===== src/rtl/limn2600_pkg.sv =====
// Shared definitions for the limn2600 cache line-fill engine.
// Holds the fill FSM state encoding and the default line geometry.
package limn2600_pkg;

  localparam int LINE_WORDS_DEFAULT = 4;
  localparam int TIMEOUT_DEFAULT    = 255;

  typedef enum logic [1:0] {
    ST_IDLE  = 2'd0,
    ST_ISSUE = 2'd1,
    ST_WAIT  = 2'd2
  } fill_state_e;

endpackage


===== src/rtl/limn2600_cache_fill.sv =====
// Critical-word-first cache line fill engine: fetches one line word by word
// from memory, writes each good beat into the cache, aborts on bus error or timeout.
module limn2600_cache_fill
  import limn2600_pkg::*;
#(
  parameter int LINE_WORDS = LINE_WORDS_DEFAULT,
  parameter int TIMEOUT    = TIMEOUT_DEFAULT
) (
  input  logic        clk,
  input  logic        rst,
  input  logic        fill_req_valid,
  output logic        fill_req_ready,
  input  logic [31:0] fill_req_addr,
  output logic        fill_done,
  output logic        fill_err,
  output logic        busy,
  output logic        mem_req_valid,
  input  logic        mem_req_ready,
  output logic [31:0] mem_addr,
  input  logic        mem_rsp_valid,
  input  logic [31:0] mem_rsp_data,
  input  logic        mem_rsp_err,
  output logic        cache_we,
  output logic [31:0] cache_addr_in,
  output logic [31:0] cache_data_in
);

  localparam int WIDX = $clog2(LINE_WORDS);
  localparam int OFF  = WIDX + 2;
  localparam int TW   = $clog2(TIMEOUT + 1);

  fill_state_e        state_q, state_d;
  logic [31-OFF:0]    line_q, line_d;
  logic [WIDX-1:0]    start_q, start_d;
  logic [WIDX-1:0]    beat_q, beat_d;
  logic [TW-1:0]      tmo_q, tmo_d;
  logic               we_q, we_d;
  logic [31:0]        waddr_q, waddr_d;
  logic [31:0]        wdata_q, wdata_d;
  logic               done_q, done_d;
  logic               err_q, err_d;

  logic [WIDX-1:0]    widx;
  logic [31:0]        beat_addr;
  logic               last_beat;
  logic               tmo_hit;
  logic               addr_lsb_unused;

  // Word index wraps naturally in WIDX bits, so a fill never leaves its line.
  assign widx      = start_q + beat_q;
  assign beat_addr = {line_q, widx, 2'b00};
  assign last_beat = (beat_q == WIDX'(LINE_WORDS - 1));
  assign tmo_hit   = (tmo_q == TW'(TIMEOUT));
  assign addr_lsb_unused = ^fill_req_addr[1:0];

  assign fill_req_ready = !rst && (state_q == ST_IDLE);
  assign busy           = !rst && (state_q != ST_IDLE);
  assign mem_req_valid  = !rst && (state_q == ST_ISSUE);
  assign mem_addr       = mem_req_valid ? beat_addr : '0;
  assign cache_we       = !rst && we_q;
  assign cache_addr_in  = rst ? '0 : waddr_q;
  assign cache_data_in  = rst ? '0 : wdata_q;
  assign fill_done      = !rst && done_q;
  assign fill_err       = !rst && err_q;

  always_comb begin
    state_d = state_q;
    line_d  = line_q;
    start_d = start_q;
    beat_d  = beat_q;
    tmo_d   = tmo_q;
    we_d    = 1'b0;
    waddr_d = waddr_q;
    wdata_d = wdata_q;
    done_d  = 1'b0;
    err_d   = 1'b0;

    case (state_q)
      ST_IDLE: begin
        if (fill_req_valid && fill_req_ready) begin
          line_d  = fill_req_addr[31:OFF];
          start_d = fill_req_addr[OFF-1:2];
          beat_d  = '0;
          state_d = ST_ISSUE;
        end
      end

      ST_ISSUE: begin
        if (mem_req_ready) begin
          tmo_d   = '0;
          state_d = ST_WAIT;
        end
      end

      ST_WAIT: begin
        // A response arriving on the timeout cycle still wins.
        if (mem_rsp_valid) begin
          if (mem_rsp_err) begin
            err_d   = 1'b1;
            state_d = ST_IDLE;
          end else begin
            we_d    = 1'b1;
            waddr_d = beat_addr;
            wdata_d = mem_rsp_data;
            if (last_beat) begin
              done_d  = 1'b1;
              state_d = ST_IDLE;
            end else begin
              beat_d  = beat_q + WIDX'(1);
              state_d = ST_ISSUE;
            end
          end
        end else if (tmo_hit) begin
          err_d   = 1'b1;
          state_d = ST_IDLE;
        end else begin
          tmo_d = tmo_q + TW'(1);
        end
      end

      default: state_d = ST_IDLE;
    endcase
  end

  always_ff @(posedge clk) begin
    if (rst) begin
      state_q <= ST_IDLE;
      line_q  <= '0;
      start_q <= '0;
      beat_q  <= '0;
      tmo_q   <= '0;
      we_q    <= 1'b0;
      waddr_q <= '0;
      wdata_q <= '0;
      done_q  <= 1'b0;
      err_q   <= 1'b0;
    end else begin
      state_q <= state_d;
      line_q  <= line_d;
      start_q <= start_d;
      beat_q  <= beat_d;
      tmo_q   <= tmo_d;
      we_q    <= we_d;
      waddr_q <= waddr_d;
      wdata_q <= wdata_d;
      done_q  <= done_d;
      err_q   <= err_d;
    end
  end

endmodule


===== config.mk =====
export PLATFORM = sky130hd
export DESIGN_NAME = limn2600_cache_fill
export DESIGN_NICKNAME = d
export VERILOG_FILES = /design/src/rtl/limn2600_pkg.sv /design/src/rtl/limn2600_cache_fill.sv
export SDC_FILE = /design/constraint.sdc
export NUM_CORES = 1
export LEC_CHECK = 0
export ABC_AREA = 1
export BUFFER_PORTS_ARGS = -buffer_cell sky130_fd_sc_hd__buf_2
export CORE_MARGIN = 1
export CORE_UTILIZATION = 49
export CTS_CLUSTER_SIZE = 25
export DETAILED_ROUTE_END_ITERATION = 8
export PLACE_DENSITY = 0.9
export SETUP_SLACK_MARGIN = 0.5
export SYNTH_ARGS = -nofsm -noshare
export SYNTH_HDL_FRONTEND = slang
export SYNTH_SLANG_ARGS = --single-unit
export TNS_END_PERCENT = 5

===== constraint.sdc =====
create_clock -name clk -period 1.6 [get_ports clk]
set_input_delay 0.08 -clock clk [delete_from_list [all_inputs] [get_ports clk]]
set_output_delay 0.08 -clock clk [all_outputs]
set_load 0.05 [all_outputs]

==> impl_metrics.env, run 1 <==
export IMPL_status="complete, but fails checks"
export IMPL_violations="setup timing"
export IMPL_tightest_slew_ns=0.658
export IMPL_peakVddDrop_uv=765
export IMPL_seqPwrFrac_pct=36.5
export IMPL_hold_violations=0
export IMPL_dieArea_sq_um=9500
export IMPL_syn_area_per_cell_sq_um=7.37
export IMPL_holdWs_ns=0.0478
export IMPL_slew_headroom_pct=55.7
export IMPL_synthToLayoutAreaGrowth_pct=84.2
export IMPL_timing_final_max_slew_violations=0
export IMPL_vias_per_cell=5.96
export IMPL_synth_cell_area_sq_um=4470
export IMPL_area_sequential_sq_um=2220
export IMPL_ys_ff_latch=107
export IMPL_comb_power_share_pct=45.3
export IMPL_routedWlPerCell_microns=22.8
export IMPL_final_nets=912
export IMPL_grt_pass1_wl_microns=23600
export IMPL_endpoint_kind="output pin"
export IMPL_rr_worst_depth=6
export IMPL_cts_tree="done"
export IMPL_critical_path_class="reg -> out"
export IMPL_crit_arrival_ns=1.54
export IMPL_worst_hold_path_type="in -> reg"
export IMPL_drive_above_1_share_pct=55.7
export IMPL_cp_start_kind="flop"
export IMPL_die_width_microns=97.5
export IMPL_hp_start="mem_rsp_err"
export IMPL_finalSetupViolations=3
export IMPL_p_switching_w=0.00395
export IMPL_rr_endpoint="line_q[16]$_SDFFE_PP0P_"
export IMPL_std_cell_rows=34
export IMPL_ios=172
export IMPL_antenna_found_initial=0
export IMPL_grt_pass1_vias=4909
export IMPL_whs_path_depth=3
export IMPL_rsz0062_at_grt="true"
export IMPL_vias=5670
export IMPL_grt_overflow=0
export IMPL_fin_util_pct=93.9
export IMPL_ys_flop_type="dfxtp_1"
export IMPL_multi_input_area_sq_um=2650
export IMPL_synth_edff_count=0
export IMPL_yosys_area_top_type_share_pct=48.0
export IMPL_reg2reg_from="state_q[1]$_SDFFE_PP0P_"
export IMPL_final_cell_mix="nand2_1, nor2_4, buf_2"
export IMPL_clkPwrFrac_pct=18.2
export IMPL_swShare_pct=42.0
export IMPL_synthCells=606
export IMPL_final_common_cell="nand2_1"
export IMPL_leakage_nw=3.27
export IMPL_drt_pre_antenna_iters=6
export IMPL_skew_ns=0.0234
export IMPL_port_buffers=165
export IMPL_h_tree_depth=3
export IMPL_synth_area_leader_cell="dfxtp_1"
export IMPL_period_share_pct=101
export IMPL_fin_ws_ns=-0.0221
export IMPL_period_minus_slack_ns=1.62
export IMPL_async_flop_share_pct=0
export IMPL_place_gp_congestion=0.849
export IMPL_crit_required_ns=1.52
export IMPL_routed_wl_microns=21700
export IMPL_drc_errors=0
export IMPL_cap_violations=0
export IMPL_dp_slack_ns=0.0760
export IMPL_p_int_w=0.00545
export IMPL_grt_max_degree=65
export IMPL_clkSinkCount=107
export IMPL_clock_root_buffer="clkbuf_8"
export IMPL_synth_area_leaders="dfxtp_1, nor2_1, nand2_1"
export IMPL_core_sq_um=8760
export IMPL_drtIter0Drc=474
export IMPL_dp_hpwl_microns=8040
export IMPL_synth_cell_types=26
export IMPL_ys_warn_count=0
export IMPL_reg2reg_setup_slack_ns=0
export IMPL_diodes=0
export IMPL_die_h_microns=97.5
export IMPL_yosysSeqAreaShare_pct=48.0
export IMPL_nFillCells=263
export IMPL_worstHoldEndpoint="err_q$_SDFF_PP0_"
export IMPL_cts_buffer_depth=2
export IMPL_cts_buffers=9
export IMPL_grt_usage_pct=31.0
export IMPL_insertion_delay_ns=0.39
export IMPL_ant_nets=0
export IMPL_initial_core_util_pct=51.0
export IMPL_timing_fmax_mhz=616
export IMPL_path_max_fanout=2
export IMPL_clk_pin_slew_ns=0.11
export IMPL_p_per_area_nw_per_um2=1140
export IMPL_power_w=0.00940
cells by family (layout without fill, tap and decap cells):
group	count (synthesis)	after routing	synth area share [%]
simple gates	233	233	20.8
compound gates	132	132	17.6
buf+inv	128	363	12.3
flops	107	107	48.0
fa+ha+maj	3	3	0.841
xor+xnor	2	2	0.392
other cells	1	4	0.0840
stage by stage:
stage	std cells	TNS (ns)	area, sq um
after detailed placement	853	0	5620
final	952	-0.0329	8230
after floorplan	609	0	4770
after CTS	939	0	6750
after global routing	952	-0.367	8230
after global placement	853	0	5620
worst max-delay path, stage by stage, from the launching register on:
cell and delay (ns):
dfxtp_4 0.37, ha_4 0.17, xnor2_4 0.15, xor2_2 0.26, nor2_4 0.06, buf_8 0.15
worst max path at each step:
stage	start	depth (start not counted)	to	slack, ns
floorplan	rst	4	busy	0.29
global placement	tmo_q[0]$_SDFFE_PP0P_	9	tmo_q[5]$_SDFFE_PP0P_	0.20
detailed placement	tmo_q[1]$_SDFFE_PP0P_	7	tmo_q[1]$_SDFFE_PP0P_	0.08
CTS	start_q[0]$_SDFFE_PP0P_	5	mem_addr[3]	0.03
global route	state_q[1]$_SDFFE_PP0P_	6	line_q[16]$_SDFFE_PP0P_	-0.07
finish	beat_q[0]$_SDFFE_PP0P_	5	mem_addr[3]	-0.02
routing by layer:
| metal | wire, microns | GRT usage [%] | up-vias |
|---|---|---|---|
| met1 | 7380 | 35.2 | 2634 |
| met4 | 1320 | 12.2 | 0 |
| met5 | 0 | 0 | - |
| li1 | - | - | 2364 |
| met2 | 10700 | 55.8 | 535 |
| met3 | 2280 | 7.12 | 137 |
Yosys cell counts, types with 2 or more instances:
library cell  instances
dfxtp_1             107
buf_2                15
ha_1                  3
nor2_1              118
nand3_1              12
o21ai_1               2
inv_2                 3
buf_4                 7
o21ai_0              57
clkbuf_1             11
a21oi_1              39
o22a_1               33
inv_1                86
nand2_1              94
nand3_2               2
buf_1                 3
buf_6                 3
nand4_1               2
nor2_4                2
registers in the layout, summed over array words and instances (netlist names):
register,flops
wdata_q,32
waddr_q,30
line_q,28
tmo_q,8
beat_q,2
start_q,2
state_q,2
done_q,1
err_q,1
we_q,1
power groups by stage:
stage	sequential, W	combinational [W]	clock [W]
6_report	0.00343	0.00425	0.00171
5_1_grt	0.00345	0.00442	0.00181
4_1_cts	0.00328	0.00295	0.00165
3_5_place_dp	0.00333	0.00243	0
3_3_place_gp	0.00331	0.00234	0
2_1_floorplan	0.00328	0.00200	0
cell type report:
class | count | area share (%)
Timing Repair Buffer | 258 | 32.5
Multi-Input combinational cell | 374 | 32.2
Sequential cell | 107 | 27.0
Inverter | 89 | 4.30
Clock buffer | 11 | 1.86
Tap cell | 108 | 1.64
Clock inverter | 5 | 0.487
timing repair:
action	in CTS	in global routing
setup buffers	6	10
hold buffers	62	0
resized for setup	59	528
gates cloned	2	3
endpoints found under the hold margin	62	0
pin swaps	5	116
setup endpoints to repair	205	205
Note: power is estimated with default switching activity, not from simulation.
==> inputs of run 2 (changes only) <==
ABC_AREA = default   (was 1)
CORE_UTILIZATION = 50   (was 49)
PLACE_DENSITY = 0.91   (was 0.9)
REMOVE_ABC_BUFFERS = 1   (was default)
==> run 2 against run 1 <==
Net effect: the run still ends with setup timing left; setup slack worse by 0.23 ns; critical path depth is 3 higher; clock power is 4% lower; wire length is 5.1% higher; flip-flop and latch count stayed put; clock-buffer cell count stayed put; largest power group is now sequential cells; via count hardly changed; total power is 42% lower; die area is 3.3% higher; highest routed layer is now met5; largest cell class is now multi-input combinational cells; sequential power is 18% lower.
==> impl_metrics.env, run 2 <==
export IMPL_clk_pin_slew_ns=0.12
export IMPL_crit_start="state_q[0]$_SDFFE_PP0P_"
export IMPL_core_sq_um=9200
export IMPL_ys_flop_type="dfxtp_1"
export IMPL_cp_start_kind="flop"
export IMPL_port_buffers=165
export IMPL_synth_edff_count=0
export IMPL_synth_area_leaders="dfxtp_1, nand2_1, nor2b_1"
export IMPL_whs_path_depth=4
export IMPL_synthSimpleGateAreaFrac_pct=34.9
export IMPL_dieArea_sq_um=9820
export IMPL_synth_xor_area_share_pct=0.372
export IMPL_grt_pass1_vias=5170
export IMPL_die_width_microns=99.1
export IMPL_dp_slack_ns=0.0536
export IMPL_leakage_nw=3.26
export IMPL_grt_usage_pct=35.8
export IMPL_drive_above_1_share_pct=50.5
export IMPL_clkSinkCount=107
export IMPL_drtIter0Drc=455
export IMPL_antenna_found_initial=1
export IMPL_cts_buffer_depth=2
export IMPL_place_gp_congestion=0.840
export IMPL_rr_endpoint="wdata_q[27]$_SDFFE_PP0P_"
export IMPL_stdcell_count=949
export IMPL_routedWlPerCell_microns=24.0
export IMPL_routed_wl_microns=22800
export IMPL_synthCells=599
export IMPL_rr_worst_depth=8
export IMPL_largest_reg_flops=32
export IMPL_swShare_pct=29.8
export IMPL_dp_hpwl_microns=7340
export IMPL_p_int_w=0.00381
export IMPL_grt_max_degree=64
export IMPL_hold_violations=0
export IMPL_clock_root_buffer="clkbuf_8"
export IMPL_crit_arrival_ns=2.11
export IMPL_regMostFlops="wdata_q"
export IMPL_ys_warn_count=0
export IMPL_synth_area_leader_cell="dfxtp_1"
export IMPL_synth_cell_types=42
export IMPL_die_h_microns=99.1
export IMPL_ys_ff_latch=107
export IMPL_violations="setup timing"
export IMPL_cts_tree="done"
export IMPL_skew_ns=0.0192
export IMPL_synthToLayoutAreaGrowth_pct=76.6
export IMPL_nFillCells=358
export IMPL_peakVddDrop_uv=583
export IMPL_multi_input_area_sq_um=2990
export IMPL_status="complete, but fails checks"
export IMPL_ant_nets=0
export IMPL_grt_overflow=0
export IMPL_vias_per_cell=5.98
export IMPL_final_cell_mix="nand2_1, buf_6, buf_2"
export IMPL_cp_endpoint="wdata_q[27]$_SDFFE_PP0P_"
export IMPL_p_switching_w=0.00162
export IMPL_synthAdderAreaFrac_pct=0.797
export IMPL_std_cell_rows=35
export IMPL_top_regs="wdata_q (32), waddr_q (30), line_q (28)"
export IMPL_rsz0062_at_grt="true"
export IMPL_reg2reg_setup_slack_ns=-0.25
export IMPL_p_per_area_nw_per_um2=652
export IMPL_comb_power_share_pct=17.8
export IMPL_timing_fmax_mhz=539
export IMPL_reg2reg_from="state_q[0]$_SDFFE_PP0P_"
export IMPL_vias=5672
export IMPL_diodes=0
export IMPL_crit_required_ns=1.86
export IMPL_clkPwrFrac_pct=30.3
export IMPL_synth_compound_area_share_pct=12.6
export IMPL_synth_top_family_by_area="simple AND/OR/NAND/NOR gates"
export IMPL_path_max_fanout=7
export IMPL_synth_most_common_cell="nand2_1"
export IMPL_synth_common_cells="nand2_1, dfxtp_1, nor2b_1"
export IMPL_endpoint_kind="flop"
export IMPL_h_tree_depth=3
export IMPL_cap_violations=0
export IMPL_worst_hold_path_type="in -> reg"
export IMPL_area_sequential_sq_um=2210
export IMPL_synth_area_mux_share_pct=0.478
export IMPL_period_minus_slack_ns=1.85
export IMPL_grt_pass1_wl_microns=27000
export IMPL_critical_path_class="reg -> reg"
export IMPL_drc_errors=0
export IMPL_syn_area_per_cell_sq_um=7.87
export IMPL_seqPwrFrac_pct=51.9
export IMPL_final_nets=906
export IMPL_timing_final_max_slew_violations=0
export IMPL_initial_core_util_pct=51.2
export IMPL_yosysSeqAreaShare_pct=45.5
export IMPL_ios=172
export IMPL_synth_cell_area_sq_um=4710
export IMPL_tns_ns=-3.85
export IMPL_place_inst=845
export IMPL_final_common_cell="nand2_1"
export IMPL_async_flop_share_pct=0
export IMPL_cts_buffers=9
export IMPL_drt_pre_antenna_iters=8
export IMPL_yosys_area_top_type_share_pct=45.5
export IMPL_finalSetupViolations=69
export IMPL_period_share_pct=116
export IMPL_insertion_delay_ns=0.38
export IMPL_fin_ws_ns=-0.254
[run 2: changes by cell type in the layout (fill, tap and decap cells not counted), sizes merged, moves of 33 or more]
cell,previous run,this run
inv,91,5
nor2b,0,67
and2,0,33
nand2,95,157
nor2,120,8
o22a,33,0
[run 2: power by group through the flow]
stage | Clock [W] | Sequential, W | Combinational [W]
floorplan | 0 | 0.00284 | 0.000267
global placement | 0 | 0.00285 | 0.000527
detailed placement | 0 | 0.00285 | 0.000536
CTS | 0.00160 | 0.00279 | 0.000778
global route | 0.00176 | 0.00282 | 0.000997
finish | 0.00164 | 0.00281 | 0.000966
[run 2: layout make-up]
class / count / share of cell area [%]
Sequential cell: 107 / 26.5
Inverter: 2 / 0.0902
Timing Repair Buffer: 269 / 33.6
Clock buffer: 11 / 1.70
Tap cell: 111 / 1.67
Multi-Input combinational cell: 444 / 35.9
Clock inverter: 5 / 0.511
[run 2: per-layer routing]
metal	up-vias	global-route usage (%)	wire length [microns]
met5	-	0	13
met3	160	9.65	2710
met4	2	18.8	1600
li1	2382	-	-
met1	2630	38.9	7580
met2	498	63.9	10900
[run 2: worst max-delay path, cell delays in order, from the launching register on]
cell,delay (ns)
dfxtp_4,0.36
buf_6,0.13
buf_6,0.11
nor4bb_4,0.33
buf_6,0.19
buf_12,0.11
clkbuf_16,0.14
nand2_2,0.06
a21oi_2,0.30
[run 2: worst min path at each step]
stage | from | end
6_report | fill_req_valid | beat_q[0]$_SDFFE_PP0P_
5_1_grt | fill_req_valid | beat_q[0]$_SDFFE_PP0P_
4_1_cts | fill_req_valid | state_q[0]$_SDFFE_PP0P_
3_5_place_dp | fill_req_addr[9] | line_q[5]$_SDFFE_PP0P_
3_3_place_gp | fill_req_addr[13] | line_q[9]$_SDFFE_PP0P_
2_1_floorplan | rst | beat_q[0]$_SDFFE_PP0P_
[run 2: cells by family (layout without fill, tap and decap cells)]
kind of cell,count (synthesis),after routing
other cells,1,4
fa+ha+maj,3,3
simple gates,322,322
buf+inv,51,287
mux,2,2
flops,107,107
xor+xnor,2,2
compound gates,111,111
[run 2: repair_timing]
action / CTS / global route
resized for setup: 365 / 128
pin swaps: 27 / 37
cloned: 1 / 8
buffers inserted: 6 / 10
hold endpoints to repair: 63 / 0
hold buffers: 63 / 0
setup endpoints to repair: 205 / 205
[run 2: metrics by stage]
| stage | util [%] | total power (W) | hold slack [ns] | cell area (sq um) |
|---|---|---|---|---|
| 3_3_place_gp | 62.0 | 0.00338 | 0.275 | 5700 |
| 5_1_grt | 90.5 | 0.00558 | 0.148 | 8320 |
| 3_5_place_dp | 62.0 | 0.00339 | 0.277 | 5700 |
| 2_1_floorplan | - | 0.00311 | 0.149 | 4480 |
| 6_report | 90.5 | 0.00542 | 0.104 | 8320 |
| 4_1_cts | 82.8 | 0.00517 | 0.0967 | 7620 |
